**src/rtl/alu_cmd_issuer.sv**
```systemverilog
// Command issuer for the 8-bit registered ALU: registers operands, tracks the one-cycle
// ALU latency and returns tagged results in order through a credit-protected FIFO.
module alu_cmd_issuer #(
  parameter int RES_DEPTH = 4,
  parameter int TAG_W     = 3
) (
  input  logic             clk,
  input  logic             rst_n,
  input  logic             cmd_valid,
  output logic             cmd_ready,
  input  logic [7:0]       cmd_a,
  input  logic [7:0]       cmd_b,
  input  logic [1:0]       cmd_op,
  output logic [7:0]       alu_a,
  output logic [7:0]       alu_b,
  output logic [1:0]       alu_op,
  input  logic [7:0]       alu_c,
  output logic             res_valid,
  input  logic             res_ready,
  output logic [7:0]       res_data,
  output logic [TAG_W-1:0] res_tag,
  output logic             res_zero,
  output logic             busy
);
  localparam int AW = $clog2(RES_DEPTH);
  localparam int CW = AW + 1;

  logic [7:0]       alu_a_q, alu_a_d, alu_b_q, alu_b_d;
  logic [1:0]       alu_op_q, alu_op_d;
  logic             s1_v_q, s1_v_d, s2_v_q, s2_v_d;
  logic [TAG_W-1:0] s1_tag_q, s1_tag_d, s2_tag_q, s2_tag_d;
  logic [TAG_W-1:0] tag_cnt_q, tag_cnt_d;
  logic [AW-1:0]    wr_ptr_q, wr_ptr_d, rd_ptr_q, rd_ptr_d;
  logic [CW-1:0]    count_q, count_d;
  logic [7:0]       data_mem_q [RES_DEPTH];
  logic [7:0]       data_mem_d [RES_DEPTH];
  logic [TAG_W-1:0] tag_mem_q  [RES_DEPTH];
  logic [TAG_W-1:0] tag_mem_d  [RES_DEPTH];
  logic [RES_DEPTH-1:0] zero_mem_q, zero_mem_d;

  logic          accept, push, pop;
  logic [CW:0]   credit_used;

  // Credit counts in-flight commands so a pop never has to make room for a push.
  always_comb begin
    credit_used = {1'b0, count_q} + {{CW{1'b0}}, s1_v_q} + {{CW{1'b0}}, s2_v_q};
    cmd_ready   = credit_used < (CW+1)'(RES_DEPTH);
    res_valid   = (count_q != '0);
    accept      = cmd_valid && cmd_ready;
    push        = s2_v_q;
    pop         = res_valid && res_ready;
  end

  always_comb begin
    alu_a_d    = accept ? cmd_a  : alu_a_q;
    alu_b_d    = accept ? cmd_b  : alu_b_q;
    alu_op_d   = accept ? cmd_op : alu_op_q;
    s1_v_d     = accept;
    s1_tag_d   = accept ? tag_cnt_q : s1_tag_q;
    tag_cnt_d  = accept ? tag_cnt_q + TAG_W'(1) : tag_cnt_q;
    s2_v_d     = s1_v_q;
    s2_tag_d   = s1_tag_q;
    wr_ptr_d   = push ? wr_ptr_q + AW'(1) : wr_ptr_q;
    rd_ptr_d   = pop  ? rd_ptr_q + AW'(1) : rd_ptr_q;
    data_mem_d = data_mem_q;
    tag_mem_d  = tag_mem_q;
    zero_mem_d = zero_mem_q;
    if (push) begin
      data_mem_d[wr_ptr_q] = alu_c;
      tag_mem_d[wr_ptr_q]  = s2_tag_q;
      zero_mem_d[wr_ptr_q] = (alu_c == 8'h00);
    end
    case ({push, pop})
      2'b10:   count_d = count_q + CW'(1);
      2'b01:   count_d = count_q - CW'(1);
      default: count_d = count_q;
    endcase
  end

  always_ff @(posedge clk or negedge rst_n) begin
    if (!rst_n) begin
      alu_a_q   <= '0;
      alu_b_q   <= '0;
      alu_op_q  <= '0;
      s1_v_q    <= 1'b0;
      s2_v_q    <= 1'b0;
      s1_tag_q  <= '0;
      s2_tag_q  <= '0;
      tag_cnt_q <= '0;
      wr_ptr_q  <= '0;
      rd_ptr_q  <= '0;
      count_q   <= '0;
    end else begin
      alu_a_q   <= alu_a_d;
      alu_b_q   <= alu_b_d;
      alu_op_q  <= alu_op_d;
      s1_v_q    <= s1_v_d;
      s2_v_q    <= s2_v_d;
      s1_tag_q  <= s1_tag_d;
      s2_tag_q  <= s2_tag_d;
      tag_cnt_q <= tag_cnt_d;
      wr_ptr_q  <= wr_ptr_d;
      rd_ptr_q  <= rd_ptr_d;
      count_q   <= count_d;
    end
  end

  // Storage needs no reset: the head is only exposed while count is non-zero.
  always_ff @(posedge clk) begin
    data_mem_q <= data_mem_d;
    tag_mem_q  <= tag_mem_d;
    zero_mem_q <= zero_mem_d;
  end

  assign alu_a    = alu_a_q;
  assign alu_b    = alu_b_q;
  assign alu_op   = alu_op_q;
  assign res_data = res_valid ? data_mem_q[rd_ptr_q] : 8'h00;
  assign res_tag  = res_valid ? tag_mem_q[rd_ptr_q]  : '0;
  assign res_zero = res_valid && zero_mem_q[rd_ptr_q];
  assign busy     = s1_v_q | s2_v_q | (count_q != '0);

endmodule

```
**config.mk**
```make
export PLATFORM = sky130hd
export DESIGN_NAME = alu_cmd_issuer
export DESIGN_NICKNAME = d
export VERILOG_FILES = /design/src/rtl/alu_cmd_issuer.sv
export SDC_FILE = /design/constraint.sdc
export NUM_CORES = 1
export LEC_CHECK = 0
export ABC_CLOCK_PERIOD_IN_PS = 5440
export CAP_MARGIN = 20
export CORE_ASPECT_RATIO = 1.25
export CORE_UTILIZATION = 43
export CTS_CLUSTER_DIAMETER = 40
export DETAILED_ROUTE_END_ITERATION = 7
export GPL_TIMING_DRIVEN = 1
export PLACE_DENSITY = 0.67
export SYNTH_ARGS = -nofsm -noshare
export SYNTH_HDL_FRONTEND = slang
export SYNTH_SLANG_ARGS = --single-unit
export TNS_END_PERCENT = 20
```
**constraint.sdc**
```tcl
create_clock -name clk -period 5.44 [get_ports clk]
set_clock_uncertainty 0.2 [all_clocks]
set_input_delay 1.088 -clock clk [delete_from_list [all_inputs] [get_ports clk]]
set_output_delay 1.088 -clock clk [all_outputs]
set_load 0.01 [all_outputs]
```
==> impl_metrics.json, run 1 <==
{
  "outcome": "completed",
  "syn_avg_cell_area_sq_um": 18.6,
  "drc": 0,
  "synth_flop_cell": "edfxtp_1",
  "drtIter0Drc": 69,
  "grt_setup_unrepaired": "false",
  "finalWeightedCongestion": 0.656,
  "dr.pass1.iters": 5,
  "coreArea_sq_um": 7440,
  "grt-ovfl-total": 0,
  "grt_pass1_wl_mm": 8.78,
  "fin_hold_ws_ns": 0.179,
  "holdBufCountCts": 0,
  "fp.dieH_microns": 101,
  "grt_max_degree": 37,
  "cts_tree": "yes",
  "ys_seq_area_frac": 0.698,
  "path_class": "reg -> out",
  "yosys_warnings": 0,
  "synthesis.area_sq_um": 3350,
  "leakage_nw": 1.60,
  "via_count": 1775,
  "vias_per_cell": 5.17,
  "regArea_sq_um": 2340,
  "hold_depth": 0,
  "rows": 35,
  "async_flop_share": 0.429,
  "synth_nets": 218,
  "multi_input_area_sq_um": 918,
  "port_buffers": 62,
  "grtUsageTotal": 0.153,
  "fin_nets": 285,
  "reg2regPathDepth": 8,
  "die_w_microns": 81,
  "synth_edf_count": 48,
  "total_power_w": 0.00233,
  "drive_gt1_frac": 0.179,
  "grt_pass1_vias": 1837,
  "r2r_start": "count_q[1]$_DFFE_PN0P_",
  "p_per_area_nw_per_um2": 549,
  "clk_root_buffer_cell": "clkbuf_8",
  "ys_types": 28,
  "clk_latency_ns": 0.34,
  "slowest_delay_ns": 0.88,
  "synth_top_cell_by_area": "edfxtp_1",
  "clk_path_buf_depth": 2,
  "cts_buffers": 9,
  "finalWirelength_mm": 5.50,
  "diodes": 0,
  "ys_top_cells_by_area": "edfxtp_1 (43%), dfrtp_1 (27%), mux2_2 (7.0%)",
  "critPathArrivalTime_ns": 2.49,
  "io_pins": 63,
  "worst_slew_pin_slew_ns": 0.818,
  "cts_resized": 0,
  "critPathSlowestCell": "dfrtp_1",
  "holdCritPathClass": "reg -> reg",
  "start_util": 0.451,
  "hp-start": "s1_tag_q[1]$_DFFE_PN0P_",
  "synth_top_area_share": 0.430,
  "antenna_found_initial": 0,
  "wl_per_cell_microns": 16.0,
  "dieArea_sq_um": 8160,
  "critPathMaxFanout": 14,
  "hold_violations": 0,
  "clkSlewWorstSetupHoldPaths_ns": 0.08,
  "syn_inst": 180,
  "crit_path_start": "rd_ptr_q[0]$_DFFE_PN0P_",
  "start_kind": "flip-flop",
  "relSlewSlack": 0.455,
  "post_cts_buffers": 0,
  "final_core_util": 0.570,
  "fin_crit_sh": 0.695,
  "dp_hpwl_mm": 3.56,
  "setup-violations-final": 0,
  "ys_ff_latch": 84,
  "slew_violations": 0,
  "fillers": 605,
  "worst_ep_required_time_ns": 4.15,
  "cts_sinks": 84,
  "area_growth_syn_to_layout_pct": 26.5,
  "max_cap_violations": 0,
  "setup_tns_ns": 0,
  "endpoint_kind": "output pin",
  "final_antenna_net_count": 0,
  "period_needed_ns": 3.78,
  "peakVddDrop_mv": 0.237,
  "max_clock_freq_mhz": 264,
  "cts_max_level": 3,
  "cp_cell_sequence": "mux4_1 -> and2_1 -> clkdlybuf4s50_1"
}
[synth_stat cells (3+ instances only)]
library cell and number:
mux4_1 4, buf_6 3, mux2_2 21, xor2_1 6, inv_1 7, dfrtp_1 36, ha_1 7, mux4_2 8
and2_1 17, edfxtp_1 48
[worst max-delay path, delay by kind of cell, from the launching register on]
family	cells	cell delay [ns]
multiplexers	1	0.63
AND/OR/NAND/NOR	1	0.17
flip-flops	1	0.88
buffers and inverters	1	0.47
[cells by family after synthesis]
family,share of synthesized area
simple gates,0.0466
compound gates,0.0123
buf+inv,0.0280
xor+xnor,0.0209
mux,0.162
fa+ha+maj,0.0321
flops,0.698
[stage by stage]
step           setup WS [ns]  cell area, sq um  std cells
2_1_floorplan           2.91              3350        180
3_3_place_gp            1.98              4030        328
3_5_place_dp            1.98              4030        328
4_1_cts                 1.59              4240        343
5_1_grt                 1.46              4240        343
6_report                1.66              4240        343
[routing by layer]
metal / part of all wire / up-vias / global-route usage / routed length (microns)
met5: 0 / - / 0 / 0
met4: 0.023 / 0 / 0.0632 / 127
met3: 0.073 / 12 / 0.0679 / 403
met2: 0.48 / 75 / 0.243 / 2620
met1: 0.43 / 893 / 0.181 / 2350
li1: - / 795 / - / -
[path summary, 6_finish.rpt]
path | endpoint | slack, ns
min reg2reg | s2_tag_q[1]$_DFF_PN0_ | 0.18
max | res_tag[2] | 1.66
min | s2_tag_q[1]$_DFF_PN0_ | 0.18
max in group asynchronous | alu_b[1]$_DFFE_PN0P_ | 3.77
min in group asynchronous | alu_b[7]$_DFFE_PN0P_ | 0.95
max reg2reg | count_q[2]$_DFFE_PN0P_ | 2.94
[registers in the layout (all words and copies together), names as in the netlist]
signal,count
zero_mem_q,4
wr_ptr_q,2
s1_tag_q,3
alu_a,8
alu_b,8
rd_ptr_q,2
s2_tag_q,3
push,1
tag_cnt_q,3
count_q,3
s1_v_q,1
data_mem_q,32
alu_op,2
tag_mem_q,12
[placed cells by master, fill, tap and decap left out, types with 2 or more instances in the layout]
master / n
and2_1: 17
bufinv_16: 2
clkbuf_8: 9
clkdlybuf4s50_1: 62
dfrtp_1: 36
edfxtp_1: 48
ha_1: 7
inv_1: 7
mux2_2: 21
mux4_1: 4
mux4_2: 8
nor2_1: 2
or3_1: 2
or4_1: 2
xnor2_1: 2
xor2_1: 6
[layout make-up]
class	count	area share
Sequential cell	84	0.552
Timing Repair Buffer	63	0.148
Inverter	7	0.00619
Tap cell	92	0.0271
Clock inverter	6	0.0209
Clock buffer	9	0.0292
Multi-Input combinational cell	82	0.216
[power by group]
part	total, W	switching, W	internal [W]	leakage (nW)
Sequential	0.00102	0.000146	0.000879	0.867
Combinational	0.000831	0.000313	0.000519	0.626
Clock	0.000473	0.000217	0.000257	0.103
(Power assumes the default switching activity.)
==> inputs of run 2 (changes only) <==
--- a/config.mk
+++ b/config.mk
@@ -5,7 +5,7 @@
 export SDC_FILE = /design/constraint.sdc
 export NUM_CORES = 1
 export LEC_CHECK = 0
-export ABC_CLOCK_PERIOD_IN_PS = 5440
+export ABC_CLOCK_PERIOD_IN_PS = 3900
 export CAP_MARGIN = 20
 export CORE_ASPECT_RATIO = 1.25
 export CORE_UTILIZATION = 43
==> constraint.sdc (replaced) <==
create_clock -name clk -period 3.9 [get_ports clk]
set_clock_uncertainty 0.2 [all_clocks]
set_input_delay 0.78 -clock clk [delete_from_list [all_inputs] [get_ports clk]]
set_output_delay 0.78 -clock clk [all_outputs]
set_load 0.01 [all_outputs]
==> run 2 against run 1 <==
Core utilization decreased by 0.10 points; design area decreased by 0.18%; count of clock-buffer cells in the layout unchanged; combinational power increased by 44%; critical path depth increased by 1; die area unchanged; sequential power increased by 39%; clock power increased by 26%; non-clock buffer count increased by 2; hold slack got worse by 0.00052 ns; critical path type unchanged; largest cell class unchanged; largest power group unchanged.
==> impl_metrics.json, run 2 (synthesis results as in run 1) <==
{
  "holdBufCountCts": 0,
  "hold_violations": 0,
  "final_common_cell": "clkdlybuf4s50_1",
  "critPathArrivalTime_ns": 2.42,
  "finalWeightedCongestion": 0.656,
  "largest_reg_flops": 32,
  "rows": 35,
  "fp.dieH_microns": 101,
  "fin_nets": 287,
  "dp_cells": 330,
  "p_per_area_nw_per_um2": 760,
  "setup-violations-final": 0,
  "r2r-end": "count_q[2]$_DFFE_PN0P_",
  "finalWirelength_mm": 5.76,
  "antenna_found_initial": 0,
  "max_clock_freq_mhz": 295,
  "hold_depth": 0,
  "cts_resized": 0,
  "hp-start": "s1_tag_q[2]$_DFFE_PN0P_",
  "area_growth_syn_to_layout_pct": 26.3,
  "grt_setup_unrepaired": "false",
  "coreArea_sq_um": 7440,
  "period_needed_ns": 3.40,
  "grt_pass1_wl_mm": 9.26,
  "slew_violations": 0,
  "leakage_nw": 1.59,
  "path_class": "reg -> out",
  "dp_hpwl_mm": 3.61,
  "grt_max_degree": 37,
  "p_sw_w": 0.000960,
  "wl_per_cell_microns": 16.7,
  "max_cap_violations": 0,
  "holdCritPathClass": "reg -> reg",
  "switching_share": 0.298,
  "grtUsageTotal": 0.160,
  "grt-ovfl-total": 0,
  "via_count": 1761,
  "relSlewSlack": 0.474,
  "vias_per_cell": 5.09,
  "start_util": 0.451,
  "peakVddDrop_mv": 0.397,
  "largest_register": "data_mem_q",
  "clk_root_buffer_cell": "clkbuf_8",
  "drtIter0Drc": 96,
  "cts_sinks": 84,
  "internal-power_w": 0.00226,
  "final_core_util": 0.569,
  "clkSlewWorstSetupHoldPaths_ns": 0.08,
  "dieArea_sq_um": 8160,
  "final_cell_mix": "clkdlybuf4s50_1 (62), edfxtp_1 (48), dfrtp_1 (36)",
  "p_clk_frac": 0.186,
  "reg2reg_slack_ns": 1.37,
  "combPwrFrac": 0.374,
  "outcome": "completed",
  "diodes": 0,
  "die_w_microns": 81,
  "setup_tns_ns": 0,
  "dr.pass1.iters": 4,
  "clk_latency_ns": 0.34,
  "cts_buffers": 9,
  "fin_crit_sh": 0.871,
  "grt_pass1_vias": 1966,
  "final_cells": 346,
  "port_buffers": 62,
  "reg2regPathDepth": 8,
  "drc": 0,
  "whs_endpoint": "s2_tag_q[2]$_DFF_PN0_",
  "worst_ep_required_time_ns": 2.92,
  "cts_max_level": 3,
  "start_kind": "flip-flop",
  "critPathMaxFanout": 10,
  "r2r_start": "count_q[1]$_DFFE_PN0P_",
  "seq_power_share": 0.441,
  "top_regs": "data_mem_q x32, tag_mem_q x12",
  "clk_path_buf_depth": 2,
  "cts_tree": "yes",
  "worst_slew_pin_slew_ns": 0.787,
  "post_cts_buffers": 0,
  "final_antenna_net_count": 0,
  "endpoint_kind": "output pin",
  "io_pins": 63,
  "drive_gt1_frac": 0.185
}
==> run 2: cell types whose count changed in the layout (fill, tap and decap cells not counted), sizes merged <==
cell	change
buf	+2
clkinv	+1
clkinvlp	+1
bufinv	-1
==> run 2: final cells by class <==
cell class | count | area, sq um
clock buffers | 9 | 124
fillers | 620 | 3210
multi-input cells | 82 | 918
repair buffers | 65 | 643
inverters | 7 | 26.3
clock inverters | 7 | 66.3
well taps | 92 | 115
flip-flops and latches | 84 | 2340
==> run 2: power groups by stage <==
stage                     Clock (W)  Combinational (W)  Sequential (W)
after CTS                  0.000614            0.00123         0.00143
after global placement            0            0.00119         0.00142
after global routing       0.000653            0.00131         0.00146
after detailed placement          0            0.00121         0.00144
after floorplan                   0           0.000707         0.00140
final                      0.000598            0.00120         0.00142
==> run 2: worst max-delay path, stage by stage (launching register included) <==
cell and delay (ns):
dfrtp_1 0.66, buf_4 0.26, mux4_2 0.50, and2_1 0.17, clkdlybuf4s50_1 0.47
==> run 2: worst max-delay path by stage <==
stage	from	end	slack (ns)
floorplan	rd_ptr_q[0]$_DFFE_PN0P_	res_data[1]	1.68
global placement	rd_ptr_q[0]$_DFFE_PN0P_	res_data[2]	0.87
detailed placement	rd_ptr_q[0]$_DFFE_PN0P_	res_tag[0]	0.84
CTS	rd_ptr_q[0]$_DFFE_PN0P_	res_tag[0]	0.44
global route	rd_ptr_q[0]$_DFFE_PN0P_	res_tag[0]	0.35
finish	rd_ptr_q[0]$_DFFE_PN0P_	res_data[2]	0.50
==> run 2: per-stage QoR <==
step | setup slack, ns | total power, W | cell area, sq um | hold slack, ns
after floorplan | 1.68 | 0.00211 | 3350 | 0.150
after global placement | 0.874 | 0.00262 | 4050 | 0.159
after detailed placement | 0.841 | 0.00265 | 4050 | 0.163
after CTS | 0.439 | 0.00327 | 4240 | 0.183
after global routing | 0.355 | 0.00342 | 4240 | 0.200
final | 0.504 | 0.00322 | 4240 | 0.178
==> run 2: routing by layer <==
layer | routed length [microns] | GRT usage
met3 | 341 | 0.0606
met4 | 52 | 0.0536
met5 | 0 | 0
met2 | 3010 | 0.271
met1 | 2360 | 0.183
==> inputs of run 3 (changes only) <==
--- a/config.mk
+++ b/config.mk
@@ -11,8 +11,10 @@
 export CORE_UTILIZATION = 43
 export CTS_CLUSTER_DIAMETER = 40
 export DETAILED_ROUTE_END_ITERATION = 7
+export DONT_BUFFER_PORTS = 1
 export GPL_TIMING_DRIVEN = 1
-export PLACE_DENSITY = 0.67
+export PLACE_DENSITY = 0.57
+export SETUP_SLACK_MARGIN = 0.4
 export SYNTH_ARGS = -nofsm -noshare
 export SYNTH_HDL_FRONTEND = slang
 export SYNTH_SLANG_ARGS = --single-unit
==> run 3 against run 2 <==
Global-route usage down 1.1 points; hold slack worse by 0.13 ns; non-clock buffer count fell by 64; design area fell by 14%; sequential cell count is the same; die area is the same; routed wire length decreased by 7.5%; highest routed layer unchanged.
==> impl_metrics.json, run 3 (synthesis results as in run 1) <==
{
  "outcome": "completed",
  "slowest_delay_ns": 0.85,
  "post_cts_buffers": 0,
  "finalWirelength_mm": 5.33,
  "grt-ovfl-total": 0,
  "pre_cts_slack_ns": 1.20,
  "largest_register": "data_mem_q",
  "largest_reg_flops": 32,
  "grt_max_degree": 37,
  "clkSlewWorstSetupHoldPaths_ns": 0.09,
  "max_clock_freq_mhz": 330,
  "drc": 0,
  "cts_max_level": 3,
  "cts_sinks": 84,
  "met3_usage": 0.0561,
  "grt_pass1_wl_mm": 8.56,
  "worst_slew_pin_slew_ns": 0.773,
  "clk_path_buf_depth": 2,
  "cp_cell_sequence": "mux4_1 -> and2_1",
  "antenna_found_initial": 0,
  "coreArea_sq_um": 7440,
  "final_cells": 282,
  "diodes": 0,
  "p_per_area_nw_per_um2": 778,
  "worst_ep_required_time_ns": 2.92,
  "critPathSlowestCell": "dfrtp_1",
  "fp.dieH_microns": 101,
  "regArea_sq_um": 2340,
  "fin_crit_sh": 0.776,
  "dp_cells": 265,
  "rows": 35,
  "final_common_cell": "edfxtp_1",
  "setup-violations-final": 0,
  "dpl-instance-area_sq_um": 3400,
  "reg2regPathDepth": 8,
  "grt.met2_usage": 0.256,
  "dp_hpwl_mm": 3.55,
  "period_needed_ns": 3.03,
  "cts_buffers": 9,
  "multi_input_area_sq_um": 918,
  "setup_tns_ns": 0,
  "holdCritPathClass": "in -> async",
  "drtIter0Drc": 97,
  "clk_root_buffer_cell": "clkbuf_8",
  "grt_pass1_vias": 1699,
  "final_antenna_net_count": 0,
  "dr.pass1.iters": 4,
  "fin_nets": 223,
  "holdBufCountCts": 1,
  "via_count": 1489,
  "worst_slack_ns": 0.872,
  "die_w_microns": 81,
  "final_cell_mix": "edfxtp_1 (48), dfrtp_1 (36), mux2_2 (21)",
  "top_regs": "data_mem_q x32, tag_mem_q x12",
  "hold_violations": 0,
  "grtUsageTotal": 0.148,
  "crit_path_start": "rd_ptr_q[0]$_DFFE_PN0P_",
  "dieArea_sq_um": 8160,
  "wl_per_cell_microns": 18.9,
  "cts_resized": 0,
  "r2r_start": "count_q[1]$_DFFE_PN0P_",
  "finalWeightedCongestion": 0.753,
  "vias_per_cell": 5.28,
  "leakage_nw": 1.35,
  "grt_setup_unrepaired": "false",
  "path_class": "reg -> out",
  "top_usage_layer": "met2",
  "gr-usage-met1": 0.162,
  "fillers": 639,
  "drive_gt1_frac": 0.242,
  "critPathArrivalTime_ns": 2.05,
  "critPathMaxFanout": 14,
  "final_cell_area_sq_um": 3620,
  "clk_latency_ns": 0.34,
  "start_util": 0.451,
  "reg2reg_slack_ns": 1.29,
  "area_growth_syn_to_layout_pct": 7.98,
  "port_buffers": 0,
  "cts_tree": "yes",
  "relSlewSlack": 0.485,
  "slew_violations": 0,
  "start_kind": "flip-flop",
  "max_cap_violations": 0,
  "peakVddDrop_mv": 0.428,
  "endpoint_kind": "output pin",
  "io_pins": 63,
  "final_core_util": 0.487
}
==> run 3: final cells by class <==
type | instances | area share
tap | 92 | 0.0318
multi-input combinational | 82 | 0.254
inverter | 7 | 0.00725
clock inverter | 6 | 0.0200
sequential | 84 | 0.647
timing repair buffer | 1 | 0.00553
clock buffer | 10 | 0.0352
==> run 3: worst paths after layout <==
check / endpoint
worst min register to register: s2_tag_q[0]$_DFF_PN0_
worst min-delay path: alu_op[1]$_DFFE_PN0P_
min in group clk: s2_tag_q[0]$_DFF_PN0_
worst max register to register: count_q[2]$_DFFE_PN0P_
max in group asynchronous: s2_tag_q[0]$_DFF_PN0_
worst max-delay path: res_data[7]
==> run 3: power breakdown <==
group	total, W	internal (W)	switching [W]
logic	0.000703	0.000377	0.000326
clock network	0.000621	0.000302	0.000319
registers	0.00149	0.00123	0.000268
total	0.00282	0.00191	0.000913
==> run 3: critical path: cells and delay by family, from the launching register on <==
family,cells,cell delay (ns)
simple gates,1,0.21
mux,1,0.64
flops,1,0.85
==> run 3: per-stage QoR <==
step | hold WS (ns) | total power [W]
after floorplan | 0.150 | 0.00211
after global placement | 0.159 | 0.00218
after detailed placement | 0.159 | 0.00223
after CTS | 0.0478 | 0.00286
after global routing | 0.0417 | 0.00300
final | 0.0525 | 0.00282
==> run 3: per-layer routing <==
| layer | vias to the layer above | share of wire |
|---|---|---|
| met5 | - | 0 |
| met4 | 0 | 0.014 |
| met3 | 9 | 0.067 |
| met2 | 52 | 0.53 |
| met1 | 753 | 0.39 |
| li1 | 675 | - |
